--- config.mk ---
export PLATFORM = sky130hd
export DESIGN_NAME = uc_rr_arbiter
export DESIGN_NICKNAME = d
export VERILOG_FILES = /design/src/rtl/uc_pkg.sv /design/src/rtl/uc_fifo.sv /design/src/rtl/uc_rr_arbiter.sv
export SDC_FILE = /design/constraint.sdc
export NUM_CORES = 1
export LEC_CHECK = 0
export ABC_AREA = 1
export ABC_CLOCK_PERIOD_IN_PS = 7310
export BUFFER_PORTS_ARGS = -buffer_cell sky130_fd_sc_hd__buf_4
export CORE_UTILIZATION = 50
export CTS_CLUSTER_DIAMETER = 120
export DETAILED_ROUTE_END_ITERATION = 10
export MAX_ROUTING_LAYER = met4
export PLACE_DENSITY = 0.68
export REMOVE_ABC_BUFFERS = 1
export SYNTH_ARGS = -nofsm -noshare
export SYNTH_HDL_FRONTEND = slang
export SYNTH_HIERARCHICAL = 1
export SYNTH_SLANG_ARGS = --single-unit
--- constraint.sdc ---
create_clock -name clk -period 7.31 [get_ports clk]
set_input_delay 1.462 -clock clk [delete_from_list [all_inputs] [get_ports clk]]
set_output_delay 1.462 -clock clk [all_outputs]
set_load 0.1 [all_outputs]
--- src/rtl/uc_pkg.sv ---
// Shared types and literal-decode helpers for the unit-clause arbiter.
// Literals arrive sign-extended to int so the helpers work for any LIT_W.
package uc_pkg;

   typedef enum logic [1:0] {
      IDLE     = 2'd0,
      RUN      = 2'd1,
      CONFLICT = 2'd2
   } uc_arb_state_t;

   // Variable number: magnitude of the literal.
   function automatic int lit_var(input int lit);
      return (lit < 32'sd0) ? -lit : lit;
   endfunction

   // Polarity: 1 for a negated literal.
   function automatic logic lit_pol(input int lit);
      return (lit < 32'sd0);
   endfunction

   // Zero and the most negative code have no variable behind them.
   function automatic logic lit_legal(input int lit, input int lit_w);
      return (lit != 32'sd0) && (lit != -(32'sd1 <<< (lit_w - 1)));
   endfunction

endpackage

--- src/rtl/uc_fifo.sv ---
// Synchronous broadcast FIFO; head is read straight out of the register array.
// Flush empties the queue without touching the storage contents.
module uc_fifo #(
   parameter int LIT_W  = 8,
   parameter int QDEPTH = 16
) (
   input  logic             clk,
   input  logic             rst,
   input  logic             i_flush,
   input  logic             i_push,
   input  logic [LIT_W-1:0] i_data,
   input  logic             i_pop,
   output logic             o_full,
   output logic             o_empty,
   output logic [LIT_W-1:0] o_head
);

   localparam int AW = (QDEPTH > 1) ? $clog2(QDEPTH) : 1;

   logic [LIT_W-1:0] r_mem [QDEPTH];
   logic [AW-1:0]    r_wr_ptr;
   logic [AW-1:0]    r_rd_ptr;
   logic [AW:0]      r_count;
   logic             w_do_push;
   logic             w_do_pop;

   assign o_full    = (r_count == (AW+1)'(QDEPTH));
   assign o_empty   = (r_count == (AW+1)'(0));
   assign o_head    = r_mem[r_rd_ptr];
   assign w_do_push = i_push && !o_full;
   assign w_do_pop  = i_pop && !o_empty;

   // Storage write; contents need no reset since count gates visibility.
   always_ff @(posedge clk) begin
      if (w_do_push && !rst && !i_flush) begin
         r_mem[r_wr_ptr] <= i_data;
      end else begin
         r_mem[r_wr_ptr] <= r_mem[r_wr_ptr];
      end
   end

   // Pointer and occupancy tracking; pointers wrap naturally at QDEPTH.
   always_ff @(posedge clk) begin
      if (rst || i_flush) begin
         r_wr_ptr <= AW'(0);
         r_rd_ptr <= AW'(0);
         r_count  <= (AW+1)'(0);
      end else begin
         if (w_do_push) begin
            r_wr_ptr <= r_wr_ptr + AW'(1);
         end else begin
            r_wr_ptr <= r_wr_ptr;
         end
         if (w_do_pop) begin
            r_rd_ptr <= r_rd_ptr + AW'(1);
         end else begin
            r_rd_ptr <= r_rd_ptr;
         end
         case ({w_do_push, w_do_pop})
            2'b10:   r_count <= r_count + (AW+1)'(1);
            2'b01:   r_count <= r_count - (AW+1)'(1);
            default: r_count <= r_count;
         endcase
      end
   end

endmodule

--- src/rtl/uc_rr_arbiter.sv ---
// Unit-clause arbiter: loads initial UCs from memory, round-robins implied
// UCs from the engines, dedups/conflict-checks them against a per-variable
// assignment table and broadcasts accepted UCs through uc_fifo.
module uc_rr_arbiter
   import uc_pkg::*;
#(
   parameter int NUM_ENG = 4,
   parameter int LIT_W   = 8,
   parameter int QDEPTH  = 16
) (
   input  logic                     clk,
   input  logic                     rst,
   input  logic                     clear,
   input  logic                     mem_valid,
   input  logic [LIT_W-1:0]         mem_lit,
   input  logic                     mem_done,
   output logic                     mem_ready,
   input  logic [NUM_ENG-1:0]       eng_valid,
   input  logic [NUM_ENG*LIT_W-1:0] eng_lit,
   output logic [NUM_ENG-1:0]       eng_ready,
   output logic                     out_valid,
   output logic [LIT_W-1:0]         out_lit,
   input  logic                     out_ready,
   output logic                     conflict,
   output logic [LIT_W-1:0]         conflict_lit,
   output logic                     quiescent,
   output logic [LIT_W-1:0]         n_assigned
);

   localparam int VAR_W   = LIT_W - 1;
   localparam int VAR_NUM = 2 ** VAR_W;
   localparam int IDX_W   = (NUM_ENG > 1) ? $clog2(NUM_ENG) : 1;

   uc_arb_state_t      r_state;
   logic [IDX_W-1:0]   r_ptr;
   logic [VAR_NUM-1:0] r_pos;
   logic [VAR_NUM-1:0] r_neg;
   logic [LIT_W-1:0]   r_conflict_lit;
   logic               r_conflict;
   logic [LIT_W-1:0]   r_n_assigned;

   int                 w_pick;
   logic               w_grant;
   logic [LIT_W-1:0]   w_eng_lit;
   logic [LIT_W-1:0]   w_cand_lit;
   logic               w_cand_valid;
   int                 w_lit_int;
   logic [VAR_W-1:0]   w_var;
   logic               w_pol;
   logic               w_legal;
   logic               w_opp;
   logic               w_same;
   logic               w_push;
   logic               w_conf;
   logic               w_full;
   logic               w_empty;
   logic               w_pop;
   logic               w_flush;
   logic [LIT_W-1:0]   w_head;

   // First requesting channel at or after ptr, scanning cyclically; -1 if none.
   function automatic int rr_pick(input logic [NUM_ENG-1:0] req, input int ptr);
      int pick;
      pick = -1;
      for (int k = 0; k < NUM_ENG; k++) begin
         for (int i = 0; i < NUM_ENG; i++) begin
            if ((pick < 0) && (i == ((ptr + k) % NUM_ENG)) && req[i]) begin
               pick = i;
            end
         end
      end
      return pick;
   endfunction

   // Handshake, grant selection and accept/dedup/conflict decision.
   always_comb begin
      w_pick    = rr_pick(eng_valid, int'(r_ptr));
      w_grant   = (r_state == RUN) && !w_full && (w_pick >= 0) && !rst && !clear;
      mem_ready = (r_state == IDLE) && !w_full && !rst && !clear;
      eng_ready = {NUM_ENG{1'b0}};
      w_eng_lit = {LIT_W{1'b0}};
      for (int i = 0; i < NUM_ENG; i++) begin
         if (i == w_pick) begin
            w_eng_lit    = eng_lit[i*LIT_W +: LIT_W];
            eng_ready[i] = w_grant;
         end else begin
            w_eng_lit    = w_eng_lit;
         end
      end
      if (r_state == IDLE) begin
         w_cand_valid = mem_valid && mem_ready;
         w_cand_lit   = mem_lit;
      end else begin
         w_cand_valid = w_grant;
         w_cand_lit   = w_eng_lit;
      end
      w_lit_int = int'($signed(w_cand_lit));
      w_var     = VAR_W'(lit_var(w_lit_int));
      w_pol     = lit_pol(w_lit_int);
      w_legal   = lit_legal(w_lit_int, LIT_W);
      w_opp     = w_pol ? r_pos[w_var] : r_neg[w_var];
      w_same    = w_pol ? r_neg[w_var] : r_pos[w_var];
      w_push    = w_cand_valid && w_legal && !w_opp && !w_same;
      w_conf    = w_cand_valid && w_legal && w_opp;
   end

   // Broadcast side and idle indication.
   always_comb begin
      out_valid = !w_empty && (r_state != CONFLICT);
      w_pop     = out_valid && out_ready;
      w_flush   = clear || w_conf || (r_state == CONFLICT);
      if (out_valid) begin
         out_lit = w_head;
      end else begin
         out_lit = {LIT_W{1'b0}};
      end
      quiescent = (r_state == RUN) && w_empty && (eng_valid == {NUM_ENG{1'b0}}) && !w_pop;
   end

   uc_fifo #(
      .LIT_W  (LIT_W),
      .QDEPTH (QDEPTH)
   ) u_fifo (
      .clk     (clk),
      .rst     (rst),
      .i_flush (w_flush),
      .i_push  (w_push),
      .i_data  (w_cand_lit),
      .i_pop   (w_pop),
      .o_full  (w_full),
      .o_empty (w_empty),
      .o_head  (w_head)
   );

   // Phase FSM, rr pointer, assignment table and conflict/count registers.
   always_ff @(posedge clk) begin
      if (rst || clear) begin
         r_state        <= IDLE;
         r_ptr          <= IDX_W'(0);
         r_pos          <= {VAR_NUM{1'b0}};
         r_neg          <= {VAR_NUM{1'b0}};
         r_conflict     <= 1'b0;
         r_conflict_lit <= {LIT_W{1'b0}};
         r_n_assigned   <= {LIT_W{1'b0}};
      end else begin
         case (r_state)
            IDLE: begin
               if (w_conf) begin
                  r_state <= CONFLICT;
               end else if (mem_done) begin
                  r_state <= RUN;
               end else begin
                  r_state <= IDLE;
               end
            end
            RUN: begin
               if (w_conf) begin
                  r_state <= CONFLICT;
               end else begin
                  r_state <= RUN;
               end
            end
            CONFLICT: r_state <= CONFLICT;
            default:  r_state <= IDLE;
         endcase
         if (w_grant) begin
            r_ptr <= IDX_W'((w_pick + 1) % NUM_ENG);
         end else begin
            r_ptr <= r_ptr;
         end
         if (w_push && w_pol) begin
            r_neg[w_var] <= 1'b1;
         end else if (w_push) begin
            r_pos[w_var] <= 1'b1;
         end else begin
            r_pos <= r_pos;
         end
         if (w_conf) begin
            r_conflict     <= 1'b1;
            r_conflict_lit <= w_cand_lit;
         end else begin
            r_conflict     <= r_conflict;
            r_conflict_lit <= r_conflict_lit;
         end
         if (w_push && (r_n_assigned != LIT_W'(VAR_NUM - 1))) begin
            r_n_assigned <= r_n_assigned + LIT_W'(1);
         end else begin
            r_n_assigned <= r_n_assigned;
         end
      end
   end

   assign conflict     = r_conflict;
   assign conflict_lit = r_conflict_lit;
   assign n_assigned   = r_n_assigned;

endmodule

==> summary.txt, run 1 <==
Run status
  – Run status: completed

Job
  – MaxCap Viol Count: 0

Worst hold path
  – Worst Hold Class: flip-flop to flip-flop
  – Min-Delay Path Depth: 2

STA
  – Fin crit period: 6.90 ns
  – Worst Skew: 0.0193 ns
  – Setup TNS: 0 ns
  – Fmax: 145 MHz
  – Slew headroom: 0.207
  – Final Hold Viols: 0
  – Max-slew violations: 0
  – Period utilization: 0.943
  – Actual slew at the worst max-slew pin: 1.19 ns
  – # setup viols final: 0

Final layout
  – N_diodes: 0
  – Area growth syn-to-layout: 14.3%
  – Design Area, Final: 0.0249 mm2
  – Share of post-route cells with drive strength above 1: 0.120
  – Final Util: 0.579
  – Final #Nets: 3150

Placed design
  – Routability cong.: 0.962
  – Placed Area: 0.0232 mm2
  – Hpwl dp: 36.2 mm
  – PortBufs: 81

Route
  – DR WL/cell: 15.9 um
  – Pre-antenna DRT Iters: 8
  – DR vias: ~20000
  – Final WL: 58.9 mm
  – Avg Vias per Cell: around 5.4
  – DRT iter0 DRCs: 1739
  – DRC: 0
  – Antenna-violating nets left: 0

Die
  – DIE AREA: 0.0443 mm2
  – Starting Density: 0.506
  – Core Region: 0.0430 mm2
  – Cell Rows: 76
  – Die W: 211 um
  – Die Y: 211 um
  – I/O pin total: 82

Worst setup path
  – Worst endpoint required time: about 7.8 ns
  – Slowest CP cell: buf_12
  – Endpoint class of the critical path: flip-flop
  – Critical Path Max Stage Delay: around 0.55 ns
  – Setup Crit Path Kind: input pin to flip-flop
  – CP Launch Type: input pin
  – R2R cell count: 48
  – Maximum fanout along the worst path: 226
  – Critical Path AT: 7.35 ns
  – Most frequent CP cell: nand2_1

Pwr
  – PwrDens: 226 mW/mm2
  – Leak Pwr: ~9.6 nW
  – Max IR drop VDD: 0.152 mV
  – Total power: 5.62 mW

Global routing
  – Gr usage total: 0.270
  – Initial antenna violation count: 0
  – Vias in the first global route: about 19000
  – Gr ovfl total: 0
  – Pin count of the biggest net entering global routing: 227
  – First-pass GRT wire length: about 94 mm

Yosys
  – Seq/Total Area, Yosys: 0.447
  – Number of library cell types mapped by synthesis: 40
  – Yosys Warn Count: 6
  – Synth area leaders: dfxtp_1 (27%), edfxtp_1 (18%), nand2_1 (13%)
  – Syn Inst Count: 3018
  – Post-synth design cell area: about 0.022 mm2
  – #FFs+latches synth: approximately 420
  – Post-Syn Area per Cell: 7.21 um2
  – Synth top area share: 0.271
  – Synth area leader: dfxtp_1

Clock network
  – Clock Tree Buf Depth: 3
  – Clock Latency Late Sink: approximately 0.55 ns
  – CTS tree: done
  – Root Driver: clkbuf_16
  – Clock transition at path regs: roughly 0.06 ns
  – Inserted Clock Buffers: 45
  – H-tree depth: 2
  – Clock sink count: 422
## flip-flops by register name (all words and copies together) (netlist names), named ones only
name,count
r_neg,128
r_pos,128
u_fifo/r_mem,128
conflict_lit,8
n_assigned,8
u_fifo/r_count,5
u_fifo/r_rd_ptr,4
u_fifo/r_wr_ptr,4
r_ptr,2
r_state,2
conflict,1
## worst max-delay path, delay by kind of cell
family                     cells  cell delay [ns]
adders and majority gates      2             0.40
buffers and inverters         11             1.47
AOI/OAI and AO/OA              3             0.43
and+or+nand+nor               30             3.24
## what timing repair did
item | CTS | global route
buffers inserted | 0 | 3
resized for setup | 0 | 29
hold buffers | 0 | 0
setup endpoints to repair | 0 | 358
## cell type report
type | count | area (um2)
clock inverter | 13 | 140
sequential | 422 | 9730
inverter | 464 | 1750
multi-input combinational | 1925 | 9240
clock buffer | 66 | 1340
tap | 585 | 732
timing repair buffer | 226 | 1940
fill | 3996 | 18100
## logic make-up after synthesis
group                    count (synthesis)  share of synthesized area
flip-flops                             422                      0.447
adder cells (fa/ha/maj)                 16                    0.00955
buffers and inverters                  671                      0.134
AO/OA/AOI/OAI                          439                      0.103
AND/OR/NAND/NOR                       1459                      0.301
XOR/XNOR                                11                    0.00598
## cell usage in the layout, fill, tap and decap left out, drive strengths merged, types with 2 or more instances in the layout
master and n:
nand3 153, nand3b 2, o22ai 2, o21ai 151, edfxtp 128, clkinv 8
a22oi 2, nor3 8, buf 223, nor2 235, nand2 777, nand4 281
xor2 8, clkbuf 69, ha 15, bufinv 2, or2 3, inv 466
dfxtp 294, xnor2 3, a21oi 280
## Yosys cell counts (all sizes together)
cell / instances
a22oi: 2
or2: 3
nor3: 8
clkinv: 1
inv: 463
o21bai: 1
dfxtp: 294
a21oi: 280
xnor2: 3
nand3: 153
nor2: 235
ha: 15
xor2: 8
nand2: 777
fa: 1
nand4: 281
clkbuf: 57
nand3b: 2
o211ai: 1
a21boi: 1
edfxtp: 128
buf: 150
o21ai: 151
o22ai: 2
o21a: 1
## per-stage QoR
step	setup slack, ns	hold slack (ns)	std cells
after floorplan	-5.85	0.430	2811
after global placement	-0.165	0.437	3616
after detailed placement	-0.299	0.440	3616
after CTS	0.244	0.449	3695
after global routing	-0.0531	0.463	3701
final	0.413	0.448	3701
## worst paths after layout
| kind | start | to | slack, ns |
|---|---|---|---|
| hold / removal | r_pos[117] | r_pos[117] | 0.45 |
| setup reg to reg | r_ptr[0] | r_neg[63] | 0.90 |
| setup / recovery | eng_valid[1] | r_neg[63] | 0.41 |
| hold reg to reg | r_pos[117] | r_pos[117] | 0.45 |
## report_power, final
part           switching [mW]  leakage (nW)  internal (mW)  total, mW
Sequential            0.00409          3.52           2.43       2.44
Clock                   0.930         0.725           1.35       2.28
Combinational           0.652          5.35          0.261      0.913
## layer usage
metal	up-vias	wire, um	track usage
met4	0	1320	0.0767
li1	9922	-	-
met3	98	4060	0.0346
met5	-	0	-
met2	703	28200	0.442
met1	9258	25200	0.350
No activity file was read; power rests on OpenSTA's default activity.
==> run 2, diff against run 1 <==
Settings changed: CORE_ASPECT_RATIO from default to 1.75, MAX_ROUTING_LAYER met4 to default.
==> run 2 against run 1 <==
Critical path type unchanged. Hold slack is essentially flat. Sequential cell count unchanged. First-iteration DRC count increased by 18%. Largest power group unchanged. Design area about the same. Setup slack got worse by 0.0045 ns. Cell count is 0.11% lower.
==> summary.txt, run 2 (same netlist as run 1, synthesis figures left out) <==
Run status
  – Run status: completed (unchanged)

Clock network
  – Inserted Clock Buffers: 41 (was 45)
  – Clock Tree Buf Depth: 3 (unchanged)
  – Clock transition at path regs: 0.06 ns (about the same)
  – Root Driver: clkbuf_16 (unchanged)
  – CTS tree: done (unchanged)
  – H-tree depth: 2 (unchanged)
  – Clock sink count: 422 (unchanged)
  – Post-CTS Hold Fix Bufs: 0 (unchanged)
  – Clock Latency Late Sink: 0.56 ns (was 0.55 ns)

Final layout
  – Commonest non-fill, non-tap cell in the layout: nand2_1 (unchanged)
  – Most frequent cells in the layout: nand2_1 (754), inv_1 (444), dfxtp_1 (293), nand4_1 (281), a21oi_1 (279) (was nand2_1 (755), inv_1 (444), dfxtp_1 (293), nand4_1 (281), a21oi_1 (279))
  – Area growth syn-to-layout: 14.4% (was 14.3%)
  – Fillers: 3941 (was 3996)
  – Share of post-route cells with drive strength above 1: 0.125 (was 0.120)
  – Design Area, Final: 0.0249 mm2 (about the same)
  – Largest registers: r_neg: 128 flops, r_pos: 128 flops, u_fifo/r_mem: 128 flops (unchanged)
  – Final #Nets: 3168 (was 3150)

STA
  – Unrepaired setup endpoints after global routing: true
  – Setup TNS: 0 ns (unchanged)
  – Fmax: 145 MHz (about the same)
  – Fin crit period: 6.90 ns (about the same)
  – Final Hold Viols: 0 (unchanged)
  – Period utilization: 0.944 (was 0.943)
  – # setup viols final: 0 (unchanged)
  – Max-slew violations: 0 (unchanged)
  – Final worst slack: 0.409 ns (was 0.413 ns)
  – Worst Skew: 0.0245 ns (was 0.0193 ns)
  – Slew headroom: 0.215 (was 0.207)
  – Actual slew at the worst max-slew pin: 1.18 ns (was 1.19 ns)

Placed design
  – Pre-CTS setup slack: -0.312 ns (was -0.299 ns)
  – Routability cong.: 0.914 (was 0.962)
  – Placed Area: 0.0233 mm2 (was 0.0232 mm2)
  – PortBufs: 81 (unchanged)
  – Hpwl dp: 40.9 mm (was 36.2 mm)

Global routing
  – Initial antenna violation count: 1 (was 0)
  – Gr usage total: 0.282 (was 0.270)
  – Vias in the first global route: 19800 (was 18600)
  – First-pass GRT wire length: 101 mm (was 94.3 mm)
  – Pin count of the biggest net entering global routing: 181 (was 227)
  – Gr ovfl total: 0 (unchanged)

Die
  – Cell Rows: 100 (was 76)
  – DIE AREA: 0.0444 mm2 (was 0.0443 mm2)
  – Die W: 160 um (was 211 um)
  – Core Region: 0.0427 mm2 (was 0.0430 mm2)
  – I/O pin total: 82 (unchanged)
  – Die Y: 278 um (was 211 um)
  – Starting Density: 0.510 (was 0.506)

Route
  – Pre-antenna DRT Iters: 8 (unchanged)
  – Avg Vias per Cell: 5.57 (was 5.40)
  – DRC: 0 (unchanged)
  – Final WL: 64.2 mm (was 58.9 mm)
  – Antenna-violating nets left: 0 (unchanged)
  – DRT iter0 DRCs: 2058 (was 1739)
  – DR vias: 20600 (was 20000)
  – DR WL/cell: 17.4 um (was 15.9 um)

Pwr
  – Max IR drop VDD: 0.167 mV (was 0.152 mV)
  – PwrDens: 224 mW/mm2 (was 226 mW/mm2)
  – Total power: 5.58 mW (was 5.62 mW)
  – Leak Pwr: 9.65 nW (was 9.59 nW)

Worst setup path
  – Reg-to-reg setup timing slack: 0.82 ns (was 0.90 ns)
  – Most frequent CP cell: nand2_1 (unchanged)
  – Critical Path AT: 7.15 ns (was 7.35 ns)
  – Maximum fanout along the worst path: 16 (was 226)
  – Critical Path Max Stage Delay: 0.29 ns (was 0.55 ns)
  – Setup Crit Path Kind: input pin to flip-flop (unchanged)
  – CP Launch Type: input pin (unchanged)
  – Slowest CP cell: ha_1 (was buf_12)
  – Worst endpoint required time: 7.56 ns (was 7.76 ns)
  – Endpoint class of the critical path: flip-flop (unchanged)

Worst hold path
  – Worst Hold Class: flip-flop to flip-flop (unchanged)

Job
  – MaxCap Viol Count: 0 (unchanged)
[run 2: cell type report]
| cell class | count | area [um2] | share of cell area |
|---|---|---|---|
| clock buffers | 64 | 1240 | 0.0500 |
| multi-input cells | 1925 | 9220 | 0.370 |
| inverters | 464 | 1750 | 0.0703 |
| well taps | 561 | 702 | 0.0282 |
| flip-flops and latches | 422 | 9730 | 0.391 |
| clock inverters | 12 | 155 | 0.00623 |
| repair buffers | 248 | 2090 | 0.0838 |
| diodes | 1 | 2.50 | 0.000101 |
[run 2: worst paths after layout]
check                    start                 end  cells past startpoint
setup / recovery  eng_valid[1]  u_fifo/r_mem[5][7]                     47
hold / removal       r_pos[65]           r_pos[65]                      2
setup reg to reg      r_ptr[0]  u_fifo/r_mem[5][7]                     47
hold reg to reg      r_pos[65]           r_pos[65]                      2
[run 2: power breakdown]
group	leakage, nW	internal, mW	switching [mW]
clock	0.681	1.29	0.914
combinational	5.45	0.270	0.676
sequential	3.52	2.43	0.00408
[run 2: worst max-delay path: cells and delay by family]
family | cells | cell delay, ns
AOI/OAI and AO/OA | 5 | 0.54
adders and majority gates | 2 | 0.52
buffers and inverters | 8 | 1.10
and+or+nand+nor | 32 | 3.53
[run 2: layer usage]
layer  global-route usage  part of all wire
met4                0.182             0.065
met2                0.510              0.51
met1                0.310              0.37
met5                    0                 0
met3               0.0330             0.053
[run 2: repair_timing]
action | CTS | global route
endpoints found under the setup margin | 0 | 360
setup buffers | 0 | 2
endpoints found under the hold margin | 0 | 0
gates resized for setup | 0 | 29
[run 2: stage by stage]
stage | cells | hold WS [ns] | utilization
2_1_floorplan | 2811 | 0.430 | -
3_3_place_gp | 3615 | 0.437 | 0.546
3_5_place_dp | 3615 | 0.440 | 0.546
4_1_cts | 3691 | 0.449 | 0.579
5_1_grt | 3697 | 0.467 | 0.583
6_report | 3697 | 0.448 | 0.583
